===== config.mk =====
export PLATFORM = sky130hd
export DESIGN_NAME = contador_param
export DESIGN_NICKNAME = d
export VERILOG_FILES = /design/src/rtl/contador_pkg.sv /design/src/rtl/contador_next.sv /design/src/rtl/contador_param.sv
export SDC_FILE = /design/constraint.sdc
export NUM_CORES = 1
export LEC_CHECK = 0
export BUFFER_PORTS_ARGS = -buffer_cell sky130_fd_sc_hd__buf_2
export CAP_MARGIN = 25
export CORE_AREA = 2 2 39 41
export DETAILED_ROUTE_END_ITERATION = 6
export DIE_AREA = 0 0 41 43
export HOLD_SLACK_MARGIN = 0.06
export PLACE_DENSITY = 0.65
export SLEW_MARGIN = 30
export SYNTH_ARGS = -nofsm -noshare
export SYNTH_HDL_FRONTEND = slang
export SYNTH_SLANG_ARGS = --single-unit

===== constraint.sdc =====
create_clock -name clk -period 1.48 [get_ports clk]
set_clock_uncertainty 0.1 [all_clocks]
set_input_delay 0.222 -clock clk [delete_from_list [all_inputs] [get_ports clk]]
set_output_delay 0.222 -clock clk [all_outputs]
set_load 0.05 [all_outputs]

===== src/rtl/contador_pkg.sv =====
// Shared mode encodings for the contador counter family.
// Imported by both the counter top and its next-value logic.
package contador_pkg;

    typedef enum logic [1:0] {
        MODO_UP        = 2'b00,
        MODO_DOWN      = 2'b01,
        MODO_DOWN_STEP = 2'b10,
        MODO_LOAD      = 2'b11
    } modo_t;

endpackage


===== src/rtl/contador_next.sv =====
// Next-value and carry/borrow logic for contador_param: purely combinational.
// Saturating arithmetic replaces wrap-around when CONTADOR_SAT_EN is defined.
module contador_next
    import contador_pkg::*;
#(
    parameter int WIDTH = 4,
    parameter int STEP  = 3
) (
    input  logic [WIDTH-1:0] q,
    input  logic [1:0]       modo,
    input  logic [WIDTH-1:0] d,
    output logic [WIDTH-1:0] nxt,
    output logic             wrap
);

    localparam logic [WIDTH-1:0] STEP_V = WIDTH'(STEP);
    localparam logic [WIDTH-1:0] Q_MAX  = '1;

    logic borrow_step;
    assign borrow_step = (q < STEP_V);

    // wrap doubles as the rco source: carry/borrow when wrapping, "pinned at the bound" when saturating
    always_comb begin
        nxt  = q;
        wrap = 1'b0;
        case (modo_t'(modo))
            MODO_UP: begin
                wrap = (q == Q_MAX);
`ifdef CONTADOR_SAT_EN
                nxt  = wrap ? q : q + 1'b1;
`else
                nxt  = q + 1'b1;
`endif
            end
            MODO_DOWN: begin
                wrap = (q == '0);
`ifdef CONTADOR_SAT_EN
                nxt  = wrap ? q : q - 1'b1;
`else
                nxt  = q - 1'b1;
`endif
            end
            MODO_DOWN_STEP: begin
`ifdef CONTADOR_SAT_EN
                wrap = (q == '0);
                nxt  = borrow_step ? '0 : q - STEP_V;
`else
                wrap = borrow_step;
                nxt  = q - STEP_V;
`endif
            end
            MODO_LOAD: begin
                nxt  = d;
                wrap = 1'b0;
            end
            default: begin
                nxt  = q;
                wrap = 1'b0;
            end
        endcase
    end

endmodule


===== src/rtl/contador_param.sv =====
// Cascadable up/down/step/load counter with registered ripple-carry-out; optional CONTADOR_SAT_EN saturates.
// Latency: one cycle from inputs to Q/rco, no pipeline.
// Backpressure: none; enable/ci low simply hold Q and clear rco.
module contador_param
    import contador_pkg::*;
#(
    parameter int WIDTH = 4,
    parameter int STEP  = 3
) (
    input  logic             clk,
    input  logic             reset,
    input  logic             enable,
    input  logic             ci,
    input  logic [1:0]       modo,
    input  logic [WIDTH-1:0] D,
    output logic [WIDTH-1:0] Q,
    output logic             rco
);

    logic [WIDTH-1:0] nxt;
    logic             wrap;
    logic             advance;

    contador_next #(
        .WIDTH (WIDTH),
        .STEP  (STEP)
    ) u_next (
        .q    (Q),
        .modo (modo),
        .d    (D),
        .nxt  (nxt),
        .wrap (wrap)
    );

    // Load ignores ci so a chained stage can still be preset independently
    assign advance = enable && (ci || (modo == MODO_LOAD));

    always_ff @(posedge clk or posedge reset) begin
        if (reset) begin
            Q   <= '0;
            rco <= 1'b0;
        end else begin
            rco <= advance && wrap;
            if (advance) begin
                Q <= nxt;
            end
        end
    end

endmodule

Word-level counts from Yosys, hierarchy flattened
Index checks and enable logic that the tools add are counted.
- register bits: 5
- latch bits: 0
- memory bits (writable): 0
- bits in read-only memories: 0
- bits of input ports: 10
- output and inout port bits: 5
- word-level logic and storage cells: 17
- memories: 0
- add/subtract/negate cells: 3
- $mul: 0
- divide/modulo/power cells: 0
- order comparisons: 1
- equal/unequal tests: 4
- shift operators: 0
- multiplexer cells: 2
- bitwise gates (word level): 0
- reductions and logical operators: 5
- operators with widths (kind ; count):
    $pmux 4 s4 ; 1
    $add 4x1->4 const B ; 1
    $eq 2x2->1 const B ; 2
    $eq 4x4->1 const B ; 1
    $logic_not 4->1 ; 1
    $lt 4x2->1 const B ; 1
    $pmux 1 s4 ; 1
    $sub 4x1->4 const B ; 1
    $sub 4x2->4 const B ; 1
    $eq 2x1->1 const B ; 1
    $logic_and 1x1->1 ; 2
    $logic_not 2->1 ; 1
    $logic_or 1x1->1 ; 1

Longest topological paths before layout
Gate-level depths: netlist of the first run.
- depth after elaboration: 4
- mapped depth: 8
- gate-level depth less buffers: 7

Cells and area by module
A second synthesis of the first run with hierarchy kept.
- cell total of the unflattened synthesis: 61
- area, all modules: 556.8 µm²
- modules (own cells, without submodules) (module ; times used ; cells each ; area each (µm²) ; seq. area each (µm²)):
    contador_next ; 1 ; 38 ; 302.8 ; 0.0
    contador_param ; 1 ; 23 ; 254.0 ; 125.1

Worst setup path before layout of the first run
Ideal clock, no wire load.
- path kind: register to register
- start point: register Q[1]
- end point: register Q[2]
- setup time: 78 ps
- data arrival time: 1800 ps
- required time: 1302 ps
- path slack: -498 ps
- stages on the path, launching flop included: 8
- buffers on the path: 0
- period minus slack after synthesis: 1978 ps
- path through: dfrtp_1 > inv_1 > xnor2_1 > ha_1 > nor2_1 > mux2_2 > o221ai_1 > o2bb2ai_1
- longest elaborated chain between the ends: 2
- elaborated cells between the ends (all ways): 4
- classes of those cells: add/sub (3); mux (1)
- ends and longest elaborated chain (element ; RTL line ; RTL):
    from (decl) ; contador_param.sv:16 ; output logic [WIDTH-1:0] Q,
    from (signal assigned) ; contador_param.sv:45 ; Q <= nxt;
    $sub 4x2->4 (tied with other cells) ; contador_next.sv:49 ; nxt = q - STEP_V;
    $pmux 4 s4 * ; contador_next.sv:26 ; case (modo_t'(modo))
Mark *: on every way between the ends. The rest lies on a longest branch, timed or not.
A chain may end at the register's enable or synchronous reset.

Worst setup path in the final report of the first run
- start point: register Q[1]
- end point: register Q[3]
Same word-level chain as after synthesis.

==> results.cfg, run 1 <==
[sta]
period_share_pct = 107
timing.setup.tns_ps = -203
rsz0062_at_grt = true
worst_slack_ps = -108
fmax_ghz = 0.630
period_minus_slack_ps = 1590
worstMarginPinSlew_ps = 248
maxSlewHeadroom_pct = 83.6
slew_viol_final = 0
setup_viol = 2
hold_viol = 0

[setup_path]
cp-start-kind = flip-flop
critPathMaxFanout = 6
arrival_ps = 1600
crit_buf_inv = 1
path_cells = buf_4 > or4_1 > a32oi_1 > o211ai_1
slowest_stage = or4_1
worstSetupEndpointType = flip-flop
required_ps = 1490
slowest_delay_ps = 460
crit_family = simple AND/OR/NAND/NOR gates
crit_type = flip-flop to flip-flop

[placed_design]
dp_slack_ps = -182
io_buffer_count = 14
hpwlAfterDp_um = 886
place_congestion = 0.775

[cells_and_area]
final_cell_mix = buf_2 (14), buf_4 (11), nand2_1 (5)
drive_gt1_share_pct = 54.2
area_delta_synth_final_pct = 49.9
nNetsFinal = 97
layout_commonest_cell = buf_2
fin_util_pct = 51.4
antenna_cells = 0

[clock_tree]
h-tree-depth = 1
clk_latency_ps = 230
cts.reportedPaths.clkPinSlew_ps = 40
cts_num_sinks = 5
clockRootBuffer = clkbuf_4
numCtsBuffers = 3
clockBufferDepth = 2
cts_tree = done

[logic_synthesis]
synth.distinct_cells = 34
synthTopCellsByArea = dfrtp_1 (26%), ha_1 (7.9%), buf_6 (4.7%)
yosys_warnings = 0
yosysTopAreaCellShare_pct = 26.4
synth_area_leader_cell = dfrtp_1
synth_cells = 56
ys_ff_latch = 5
synth-seq-area-share_pct = 26.4
syn_nets = 69
synth.cell_area_um2 = 474
syn_avg_cell_area_um2 = 8.47

[pwr]
p_sw_share_pct = 45.9
p_sw_uw = 422
powerDensity_mw_per_mm2 = 1290
leakage_uw = 0.000320
intPower_uw = 497
max-vdd-ir-drop_mv = 0.796
seq_power_share_pct = 23.5
clock_power_share_pct = 16.5
p_comb_share_pct = 60.0

[die]
rows = 14
die_area_mm2 = 0.00176
start_util_pct = 34.3
fp.dieH_um = 43
fp.dieW_um = 41
core_mm2 = 0.00138
io_pins = 15

[job]
maxCapViolations = 0

[route]
drt_wl_total_um = 1150
drt_iter0_drc = 7
wl_per_cell_um = 11.6
ant_nets = 0
drtPass1Iterations = 3
drc = 0
vias = 511
routed_via_density = 5.16

[grt]
grt_use_total_pct = 15.5
grt_pass1_vias = 474
antenna_found_initial = 0
grt_overflow = 0
grt_max_degree = 14
grt_pass1_wl_um = 1920

[outcome]
outcome = complete, but fails checks
violations = negative setup slack

[worst_hold_path]
hold_class = primary input to flip-flop
[metrics by stage]
step / power, uW / instances / area (um2) / hold WS (ps)
final: 920 / 99 / 711 / 171
after global routing: 996 / 99 / 711 / 211
after CTS: 907 / 100 / 688 / 176
after detailed placement: 725 / 94 / 636 / 23.7
after global placement: 718 / 94 / 636 / 20.7
after floorplan: 575 / 56 / 490 / -99.7
[cells by family after synthesis]
| family | Yosys count | share of synthesized area (%) |
|---|---|---|
| buffers and inverters | 7 | 8.97 |
| AOI/OAI and AO/OA | 18 | 26.7 |
| and+or+nand+nor | 20 | 23.8 |
| muxes | 2 | 4.49 |
| xor gates and xnor gates | 1 | 1.85 |
| DFF | 5 | 26.4 |
| adders and majority gates | 3 | 7.92 |
[per-layer routing]
| metal | vias to the layer above | GRT usage [%] | part of all wire (%) |
|---|---|---|---|
| li1 | 264 | - | - |
| met1 | 239 | 21.2 | 47 |
| met2 | 8 | 24.1 | 50 |
| met3 | 0 | 4.71 | 2.3 |
| met4 | 0 | 2.00 | 0 |
| met5 | - | 0 | 0 |
[what timing repair did]
action                                 in CTS  in global routing
gates resized for setup                     4                  5
hold buffers                                1                  0
setup endpoints to repair                   3                  4
endpoints found under the hold margin       5                  0
buffers inserted                            1                  1
pin swaps                                   2                  3
[cell usage after synthesis]
cell type  count
nor3b_1        1
o21ai_2        1
nor2_1         4
buf_2          1
a21boi_0       1
nor4b_1        1
mux2_2         1
a211o_1        1
a22oi_1        1
nand4_1        1
o21ai_0        3
or3_1          2
nor2b_1        1
nand2_1        5
nand2b_1       1
a21oi_1        3
buf_6          2
or4_1          1
o2bb2ai_1      1
o31ai_1        1
xnor2_1        1
o211ai_1       2
inv_1          3
and2_2         1
inv_2          1
o31a_1         1
a32oi_1        1
dfrtp_1        5
mux2i_1        1
and2b_1        1
o221ai_1       1
a31oi_1        1
ha_1           3
nand4b_1       1
[registers in the layout, summed over array words and instances, names as in the netlist]
name,count
Q,4
rco,1
[worst min-delay path: cells and delay by family]
family          cells  cell delay (ps)
buf+inv             1               70
compound gates      2              170
[final cells by class]
class	instances	area [um2]
multi-input combinational	44	358
inverter	4	15.0
tap	16	20.0
sequential	5	129
clock buffer	4	26.3
timing repair buffer	26	163
fill	125	673
[power by group through the flow]
stage               logic, uW  clock network (uW)  registers [uW]
finish                    552                 152             216
global route              601                 174             221
CTS                       531                 161             215
detailed placement        509                   0             217
global placement          503                   0             216
floorplan                 215                   0             359
[final timing paths]
| path | start | endpoint | slack [ps] | cells past startpoint |
|---|---|---|---|---|
| min in group asynchronous | reset | rco | 310 | 3 |
| hold / removal | D[0] | Q[0] | 170 | 3 |
| hold reg to reg | Q[1] | Q[1] | 450 | 2 |
| setup / recovery | Q[1] | Q[3] | -110 | 4 |
| setup reg to reg | Q[1] | Q[3] | -110 | 4 |
| max in group asynchronous | reset | Q[0] | 780 | 3 |
(Power assumes the default switching activity.)
==> run 2, diff against run 1 <==
- CORE_AREA: 2 2 39 41 -> default
- CORE_MARGIN: default -> 2
- CORE_UTILIZATION: default -> 30
- DIE_AREA: 0 0 41 43 -> default
- PLACE_DENSITY: 0.65 -> 0.58
- RECOVER_POWER: default -> 100
==> run 2 against run 1 <==
  * The run still ends with negative setup slack left
  * Largest power group unchanged
  * Sequential share of layout area shrank 0.56 points
  * Maximum frequency fell by 1.1%
  * Critical path type unchanged
  * First-iteration DRC count decreased by 29%
==> results.cfg, run 2 (synthesis results as in run 1) <==
[sta]
fmax_ghz = 0.623
slew_viol_final = 0
worst_slack_ps = -126
rsz0062_at_grt = true
period_share_pct = 109
worstMarginPinSlew_ps = 435
period_minus_slack_ps = 1610
setup_viol = 3
timing.setup.tns_ps = -302
hold_viol = 0
maxSlewHeadroom_pct = 70.7

[grt]
grt_pass1_vias = 467
grt_pass1_wl_um = 2010
grt_use_total_pct = 14.7
grt_max_degree = 14
grt_overflow = 0
antenna_found_initial = 0

[pwr]
powerDensity_mw_per_mm2 = 1310
p_comb_share_pct = 61.4
p_sw_uw = 434
leakage_uw = 0.000334
seq_power_share_pct = 22.6
clock_power_share_pct = 16.0
max-vdd-ir-drop_mv = 0.738
intPower_uw = 530
p_sw_share_pct = 45.0

[die]
io_pins = 15
rows = 14
die_area_mm2 = 0.00191
fp.dieW_um = 43.8
start_util_pct = 31.8
core_mm2 = 0.00149
fp.dieH_um = 43.8

[clock_tree]
cts_num_sinks = 5
cts.reportedPaths.clkPinSlew_ps = 40
numCtsBuffers = 3
clk_latency_ps = 240
cts_tree = done
h-tree-depth = 1
clockRootBuffer = clkbuf_4
clockBufferDepth = 2

[cells_and_area]
layout_commonest_cell = buf_4
drive_gt1_share_pct = 54.7
area_delta_synth_final_pct = 54.6
nNetsFinal = 100
largest_reg_flops = 4
fin_cells = 102
top_register = Q
top_regs = Q: 4 flops, rco: 1 flops
antenna_cells = 0
final_cell_mix = buf_4 (14), buf_2 (9), nand2_1 (5), clkbuf_2 (5), nor2_1 (4)
fin_util_pct = 49.2

[route]
drtPass1Iterations = 4
vias = 534
routed_via_density = 5.24
ant_nets = 0
drc = 0
wl_per_cell_um = 11.8
drt_wl_total_um = 1210
drt_iter0_drc = 5

[placed_design]
place_congestion = 0.724
dp.cells = 96
io_buffer_count = 14
dp_slack_ps = -183
hpwlAfterDp_um = 903

[setup_path]
arrival_ps = 1670
required_ps = 1540
critPathMaxFanout = 4
crit_type = flip-flop to flip-flop
worstSetupEndpointType = flip-flop
cp-start-kind = flip-flop

[outcome]
outcome = complete, but fails checks
violations = negative setup slack

[worst_hold_path]
hold_class = primary input to flip-flop

[job]
maxCapViolations = 0
-- run 2: layout make-up --
type | count | area, um2
Clock buffer | 4 | 26.3
Inverter | 4 | 15.0
Timing Repair Buffer | 29 | 185
Fill cell | 157 | 756
Tap cell | 16 | 20.0
Sequential cell | 5 | 129
Multi-Input combinational cell | 44 | 358
-- run 2: worst max-delay path, stage by stage, from the launching register on --
cell       delay (ps)
dfrtp_2           430
inv_2              90
xnor2_2           110
ha_2              190
nor2_1             40
mux2_4            260
o221ai_2          180
o2bb2ai_2         120
-- run 2: metrics by stage --
stage | total power [uW] | hold slack [ps] | cell area, um2
2_1_floorplan | 575 | -99.7 | 490
3_3_place_gp | 736 | 27.8 | 651
3_5_place_dp | 739 | 28.0 | 651
4_1_cts | 935 | 179 | 709
5_1_grt | 1050 | 187 | 733
6_report | 963 | 178 | 733
-- run 2: power groups by stage --
stage               Combinational [uW]  Sequential [uW]  Clock (uW)
global placement                   517              219           0
CTS                                555              219         161
floorplan                          215              359           0
global route                       647              225         175
finish                             591              218         154
detailed placement                 520              220           0
-- run 2: final timing paths --
check / from / slack (ps) / depth (start not counted) / end
worst min-delay path: D[0] / 180 / 3 / Q[0]
worst max register to register: Q[1] / -130 / 7 / Q[2]
max in group asynchronous: reset / 770 / 3 / Q[2]
worst max-delay path: Q[1] / -130 / 7 / Q[2]
min in group asynchronous: reset / 320 / 3 / Q[1]
worst min register to register: Q[3] / 550 / 2 / Q[3]
-- run 2: layer usage --
layer	GRT usage, %	share of wire [%]	routed length [um]	up-vias
met5	0	0	0	-
met3	7.50	5.1	61	2
met4	5.45	1.3	16	0
met2	22.6	45	548	14
met1	17.4	48	579	248
li1	-	-	-	270
-- run 2: what timing repair did --
| item | in CTS | in global routing |
|---|---|---|
| setup buffers | 1 | 0 |
| hold buffers | 1 | 0 |
| endpoints found under the hold margin | 5 | 0 |
| pin swaps | 0 | 3 |
| setup endpoints to repair | 3 | 4 |
| resized for setup | 5 | 4 |
